[src/rtl/alu_ctrl.sv]
// alu_ctrl: valid/ready command sequencer that drives an 8-bit combinational ALU
// with an accumulator. Optional zero flag on the response channel: ALU_CTRL_ZFLAG_EN.
module alu_ctrl #(
    parameter int unsigned          DW       = 8,
    parameter logic [DW-1:0]        ACC_INIT = '0
) (
    input  logic            clk,
    input  logic            rst,
    input  logic            cmd_valid,
    output logic            cmd_ready,
    input  logic [3:0]      cmd_op,
    input  logic [2:0]      cmd_amt,
    input  logic [DW-1:0]   cmd_data,
    output logic [DW-1:0]   alu_a,
    output logic [DW-1:0]   alu_b,
    output logic [4:0]      alu_s,
    input  logic [DW-1:0]   alu_f,
    output logic            rsp_valid,
    input  logic            rsp_ready,
    output logic [DW-1:0]   rsp_data,
    output logic            busy
`ifdef ALU_CTRL_ZFLAG_EN
    ,
    output logic            rsp_zero
`endif
);

    typedef enum logic [1:0] {
        ST_IDLE = 2'd0,
        ST_EXEC = 2'd1,
        ST_RESP = 2'd2
    } state_e;

    typedef enum logic [3:0] {
        OP_LOAD = 4'd0,
        OP_ADD  = 4'd1,
        OP_SUB  = 4'd2,
        OP_OR   = 4'd3,
        OP_AND  = 4'd4,
        OP_NOR  = 4'd5,
        OP_NAND = 4'd6,
        OP_NOT  = 4'd7,
        OP_NEG  = 4'd8,
        OP_CLR  = 4'd9,
        OP_SET  = 4'd10,
        OP_SHL  = 4'd11,
        OP_SHR  = 4'd12,
        OP_ROL  = 4'd13,
        OP_ROR  = 4'd14,
        OP_READ = 4'd15
    } cmd_op_e;

    localparam logic [4:0] S_PASS_A = 5'b10100;
    localparam logic [4:0] S_PASS_B = 5'b10101;
    localparam logic [4:0] S_NEG    = 5'b10110;
    localparam logic [4:0] S_CLR    = 5'b10000;
    localparam logic [4:0] S_SET    = 5'b10010;
    localparam logic [4:0] S_ADD    = 5'b11000;
    localparam logic [4:0] S_SUB    = 5'b11001;
    localparam logic [4:0] S_OR     = 5'b11010;
    localparam logic [4:0] S_AND    = 5'b11011;
    localparam logic [4:0] S_NOR    = 5'b11100;
    localparam logic [4:0] S_NAND   = 5'b11101;
    localparam logic [4:0] S_NOT    = 5'b11110;

    state_e         r_state;
    state_e         w_next_state;
    cmd_op_e        r_op;
    logic [2:0]     r_rem;
    logic [DW-1:0]  r_data;
    logic [DW-1:0]  r_acc;

    logic           w_accept;
    logic           w_is_shift;
    logic [1:0]     w_step;
    logic [2:0]     w_rem_next;
    logic [4:0]     w_exec_s;

    assign w_accept   = cmd_valid && (r_state == ST_IDLE) && !rst;
    assign w_is_shift = (r_op == OP_SHL) || (r_op == OP_SHR) ||
                        (r_op == OP_ROL) || (r_op == OP_ROR);

    // The ALU shifts at most 3 places per pass, so larger amounts take several passes.
    assign w_step     = (r_rem > 3'd3) ? 2'd3 : r_rem[1:0];
    assign w_rem_next = r_rem - {1'b0, w_step};

    always_comb begin
        // NOTE: default first so every path assigns the output and no latch is inferred.
        w_exec_s = S_PASS_A;
        unique case (r_op)
            OP_LOAD: w_exec_s = S_PASS_B;
            OP_ADD:  w_exec_s = S_ADD;
            OP_SUB:  w_exec_s = S_SUB;
            OP_OR:   w_exec_s = S_OR;
            OP_AND:  w_exec_s = S_AND;
            OP_NOR:  w_exec_s = S_NOR;
            OP_NAND: w_exec_s = S_NAND;
            OP_NOT:  w_exec_s = S_NOT;
            OP_NEG:  w_exec_s = S_NEG;
            OP_CLR:  w_exec_s = S_CLR;
            OP_SET:  w_exec_s = S_SET;
            OP_SHL:  w_exec_s = {3'b000, w_step};
            OP_SHR:  w_exec_s = {3'b001, w_step};
            OP_ROL:  w_exec_s = {3'b010, w_step};
            OP_ROR:  w_exec_s = {3'b011, w_step};
            OP_READ: w_exec_s = S_PASS_A;
            default: w_exec_s = S_PASS_A;
        endcase
    end

    // State register.
    always_ff @(posedge clk) begin
        // NOTE: sequential state uses non-blocking assignment so all flops update together.
        if (rst) begin
            r_state <= ST_IDLE;
        end else begin
            r_state <= w_next_state;
        end
    end

    // Next-state logic.
    always_comb begin
        w_next_state = r_state;
        unique case (r_state)
            ST_IDLE: begin
                if (w_accept) begin
                    w_next_state = (cmd_op_e'(cmd_op) == OP_READ) ? ST_RESP : ST_EXEC;
                end
            end
            ST_EXEC: begin
                if (w_is_shift && (w_rem_next != 3'd0)) begin
                    w_next_state = ST_EXEC;
                end else begin
                    w_next_state = ST_RESP;
                end
            end
            ST_RESP: begin
                if (rsp_ready) begin
                    w_next_state = ST_IDLE;
                end
            end
            default: w_next_state = ST_IDLE;
        endcase
    end

    // Output logic: outside EXEC the ALU is parked on transfer-A of the accumulator.
    always_comb begin
        cmd_ready = 1'b0;
        rsp_valid = 1'b0;
        alu_a     = r_acc;
        alu_b     = '0;
        alu_s     = S_PASS_A;
        unique case (r_state)
            ST_IDLE: cmd_ready = !rst;
            ST_EXEC: begin
                alu_b = r_data;
                alu_s = w_exec_s;
            end
            ST_RESP: rsp_valid = 1'b1;
            default: ;
        endcase
    end

    assign busy     = (r_state != ST_IDLE);
    assign rsp_data = r_acc;

    // Command latch and accumulator datapath.
    always_ff @(posedge clk) begin
        if (rst) begin
            r_acc  <= ACC_INIT;
            r_op   <= OP_LOAD;
            r_rem  <= 3'd0;
            r_data <= '0;
        end else begin
            if (w_accept) begin
                r_op   <= cmd_op_e'(cmd_op);
                r_rem  <= cmd_amt;
                r_data <= cmd_data;
            end
            if (r_state == ST_EXEC) begin
                r_acc <= alu_f;
                if (w_is_shift) begin
                    r_rem <= w_rem_next;
                end
            end
        end
    end

`ifdef ALU_CTRL_ZFLAG_EN
    logic r_zero;

    // Tracks the accumulator write so the flag is ready with the response.
    always_ff @(posedge clk) begin
        if (rst) begin
            r_zero <= (ACC_INIT == '0);
        end else if (r_state == ST_EXEC) begin
            r_zero <= (alu_f == '0);
        end
    end

    assign rsp_zero = r_zero;
`endif

endmodule

[config.mk]
export PLATFORM = sky130hd
export DESIGN_NAME = alu_ctrl
export DESIGN_NICKNAME = d
export VERILOG_FILES = /design/src/rtl/alu_ctrl.sv
export SDC_FILE = /design/constraint.sdc
export NUM_CORES = 1
export LEC_CHECK = 0
export CAP_MARGIN = 10
export CORE_MARGIN = 2
export CORE_UTILIZATION = 40
export CTS_CLUSTER_SIZE = 25
export DETAILED_ROUTE_END_ITERATION = 8
export MAX_ROUTING_LAYER = met4
export PLACE_DENSITY = 0.76
export SKIP_LAST_GASP = 1
export SYNTH_ARGS = -nofsm -noshare
export SYNTH_HDL_FRONTEND = slang
export SYNTH_SLANG_ARGS = --single-unit
[constraint.sdc]
create_clock -name clk -period 2.4 [get_ports clk]
set_input_delay 0.72 -clock clk [delete_from_list [all_inputs] [get_ports clk]]
set_output_delay 0.72 -clock clk [all_outputs]
set_load 0.01 [all_outputs]
==> impl_metrics.yaml <==
yosys:
  synth.distinct_cells: 32
  syn_nets: 194
  ys_seq_area_share_pct: 38.6
  ys_async_sr_fraction_pct: 0
  syn-cell-area_mm2: 0.00129
  syn-instance-count: 166
  synth_edf_count: 0
  synth_area_leader_cell: "dfxtp_1"
  synth_common_cells: "nand2_1, dfxtp_1, nand2b_1"
  synth.ff_latch_count: 25
  yosys_warnings: 0
  synth_most_common_cell: "nand2_1"
  ys_dominant_reg_cell: "dfxtp_1"
  avgSynthCellArea_um2: 7.80
  synth_top_area_share_pct: 38.6
  yosys-top-cells-area: "dfxtp_1, nand2_1, nand2b_1"
sta:
  rsz0062_at_grt: "true"
  maxSlewViolCount: 0
  worstMarginPinSlew_ns: 0.394
  finalCritPeriodShare_pct: 97.7
  post-route-min-period_ns: 2.35
  setup_viol: 0
  hold_violations: 0
  finClkSkew_ns: 0.00909
  maxSlewHeadroom_pct: 73.6
  fmax_ghz: 0.426
  setup_ws_ns: 0.0549
  timing.hold.ws_ns: 0.480
drt:
  viasPerCell: 4.90
  drtAntennaViolNets: 0
  avgRoutedWirePerCell_um: 12.5
  drtPass1Iterations: 4
  routed_wl_um: 3330
  drt_iter0_markers: 28
  via_count: 1304
  drc_errors: 0
worst_setup_path:
  slowest_delay_ns: 0.49
  crit_arrival_ns: 1.63
  critPathBufInv: 2
  worstPathMaxFanout: 4
  rr_worst_depth: 6
  crit_chain: "buf_4, or2_2, clkdlybuf4s50_1"
  required_ns: 1.68
  worst-path-stages: 3
  timing_worst_setup_path_type: "reg2out"
  cpLargestDelayFamily: "buffers and inverters"
  worst_path_max_delay_cell: "clkdlybuf4s50_1"
  end_kind: "output pin"
  cp-start-kind: "register"
finish:
  area_growth_pct: 55.3
  drive_above_1_share_pct: 14.9
  n_antenna_cell: 0
  final_cells: 266
  fin_util_pct: 65.3
  nets: 251
  postLayoutCellArea_mm2: 0.00201
floorplan:
  die_area_mm2: 0.00371
  start_util_pct: 42.1
  core_mm2: 0.00308
  dieHeight_um: 60.9
  die_w_um: 60.9
  ios: 59
  fp-row-count: 20
grt:
  grt_pass1_wl_um: 5350
  grt_use_total_pct: 19.4
  overflow: 0
  antenna_found_initial: 0
  grt_max_degree: 27
  first_global_vias: 1271
job:
  drv_cap: 0
clocking:
  clockBufferDepth: 2
  numCtsBuffers: 3
  holdBufCountCts: 0
  clkLatencyLatePin_ns: 0.31
  htree_levels: 1
  cts_tree: "built"
  clockRootBuffer: "clkbuf_4"
  clkTransAtPathRegs_ns: 0.14
  clock-sinks: 25
worst_hold_path:
  hold_class: "reg2reg"
  hold_depth: 2
place:
  place_inst: 258
  numPortBuffers: 58
  dp_hpwl_um: 2450
  placed_area_mm2: 0.00189
  gp_congestion: 0.825
  pre_cts_ws_ns: -0.145
power_and_ir_drop:
  powerDensity_mw_per_mm2: 447
  peakVddDrop_mv: 0.205
  leakagePower_nw: 0.878
outcome:
  run_status: "completed"
## cells by family after synthesis
group                      after synthesis  share of synthesized area, %
adders and majority gates                1                         0.966
buffers and inverters                   21                          8.70
and+or+nand+nor                         79                          31.2
DFF                                     25                          38.6
AOI/OAI and AO/OA                       36                          17.2
muxes                                    4                          3.28
## placed cells by master, fill, tap and decap left out, drive strengths merged, types with 2 or more instances in the layout
master / n
dlymetal6s2s: 7
a21oi: 10
nor2: 9
dlygate4sd2: 7
nor2b: 4
mux2: 2
and2: 8
buf: 12
clkbuf: 3
o21ai: 13
dfxtp: 25
inv: 3
nor3: 6
mux2i: 2
o211ai: 2
nand2b: 14
a211oi: 4
clkdlybuf4s50: 44
nand2: 33
o31ai: 2
## final timing paths
kind	slack (ns)	from	to
max	0.05	r_state[0]	busy
min	0.48	alu_a[2]	alu_a[2]
max reg2reg	0.89	r_state[0]	r_rem[2]
min reg2reg	0.48	alu_a[2]	alu_a[2]
## cell type report
class,instances,area [um^2]
multi-input cells,120,708
clock inverters,1,7.51
well taps,44,55.1
flip-flops and latches,25,519
clock buffers,3,22.5
fillers,279,1070
inverters,3,11.3
repair buffers,70,687
## worst min-delay path, cell delays in order (launching register included)
cell	delay, ns
dfxtp_1	0.35
nand2_1	0.05
a21oi_1	0.05
## where the power goes
group	internal, W	switching [W]	total [W]
registers	0.000444	0.0000283	0.000472
logic	0.000138	0.000101	0.000239
clock network	0.0000635	0.000123	0.000187
## stage by stage
step / power, W / TNS [ns]
6_report: 0.000898 / 0
5_1_grt: 0.000950 / -0.0110
4_1_cts: 0.000906 / -0.180
3_5_place_dp: 0.000707 / -0.176
3_3_place_gp: 0.000699 / -0.144
2_1_floorplan: 0.000591 / 0
## per-layer routing
| metal | part of all wire [%] | routed length, um | vias up | global-route usage (%) |
|---|---|---|---|---|
| met5 | 0 | 0 | - | - |
| met4 | 0.81 | 27 | 0 | 6.52 |
| met3 | 2.9 | 96 | 2 | 1.49 |
| met2 | 54 | 1790 | 31 | 37.3 |
| met1 | 43 | 1420 | 612 | 20.6 |
| li1 | - | - | 659 | - |
## registers in the layout, summed over array words and instances, names as in the netlist
| register | count |
|---|---|
| r_op | 4 |
| r_state | 2 |
| alu_a | 8 |
| r_rem | 3 |
| r_data | 8 |
## what timing repair did
item,CTS,global route
cloned,1,0
gates resized for setup,26,8
pin swaps,0,0
setup buffers,2,1
endpoints found under the setup margin,14,7
hold endpoints to repair,0,0
Note: power is estimated with default switching activity, not from simulation.
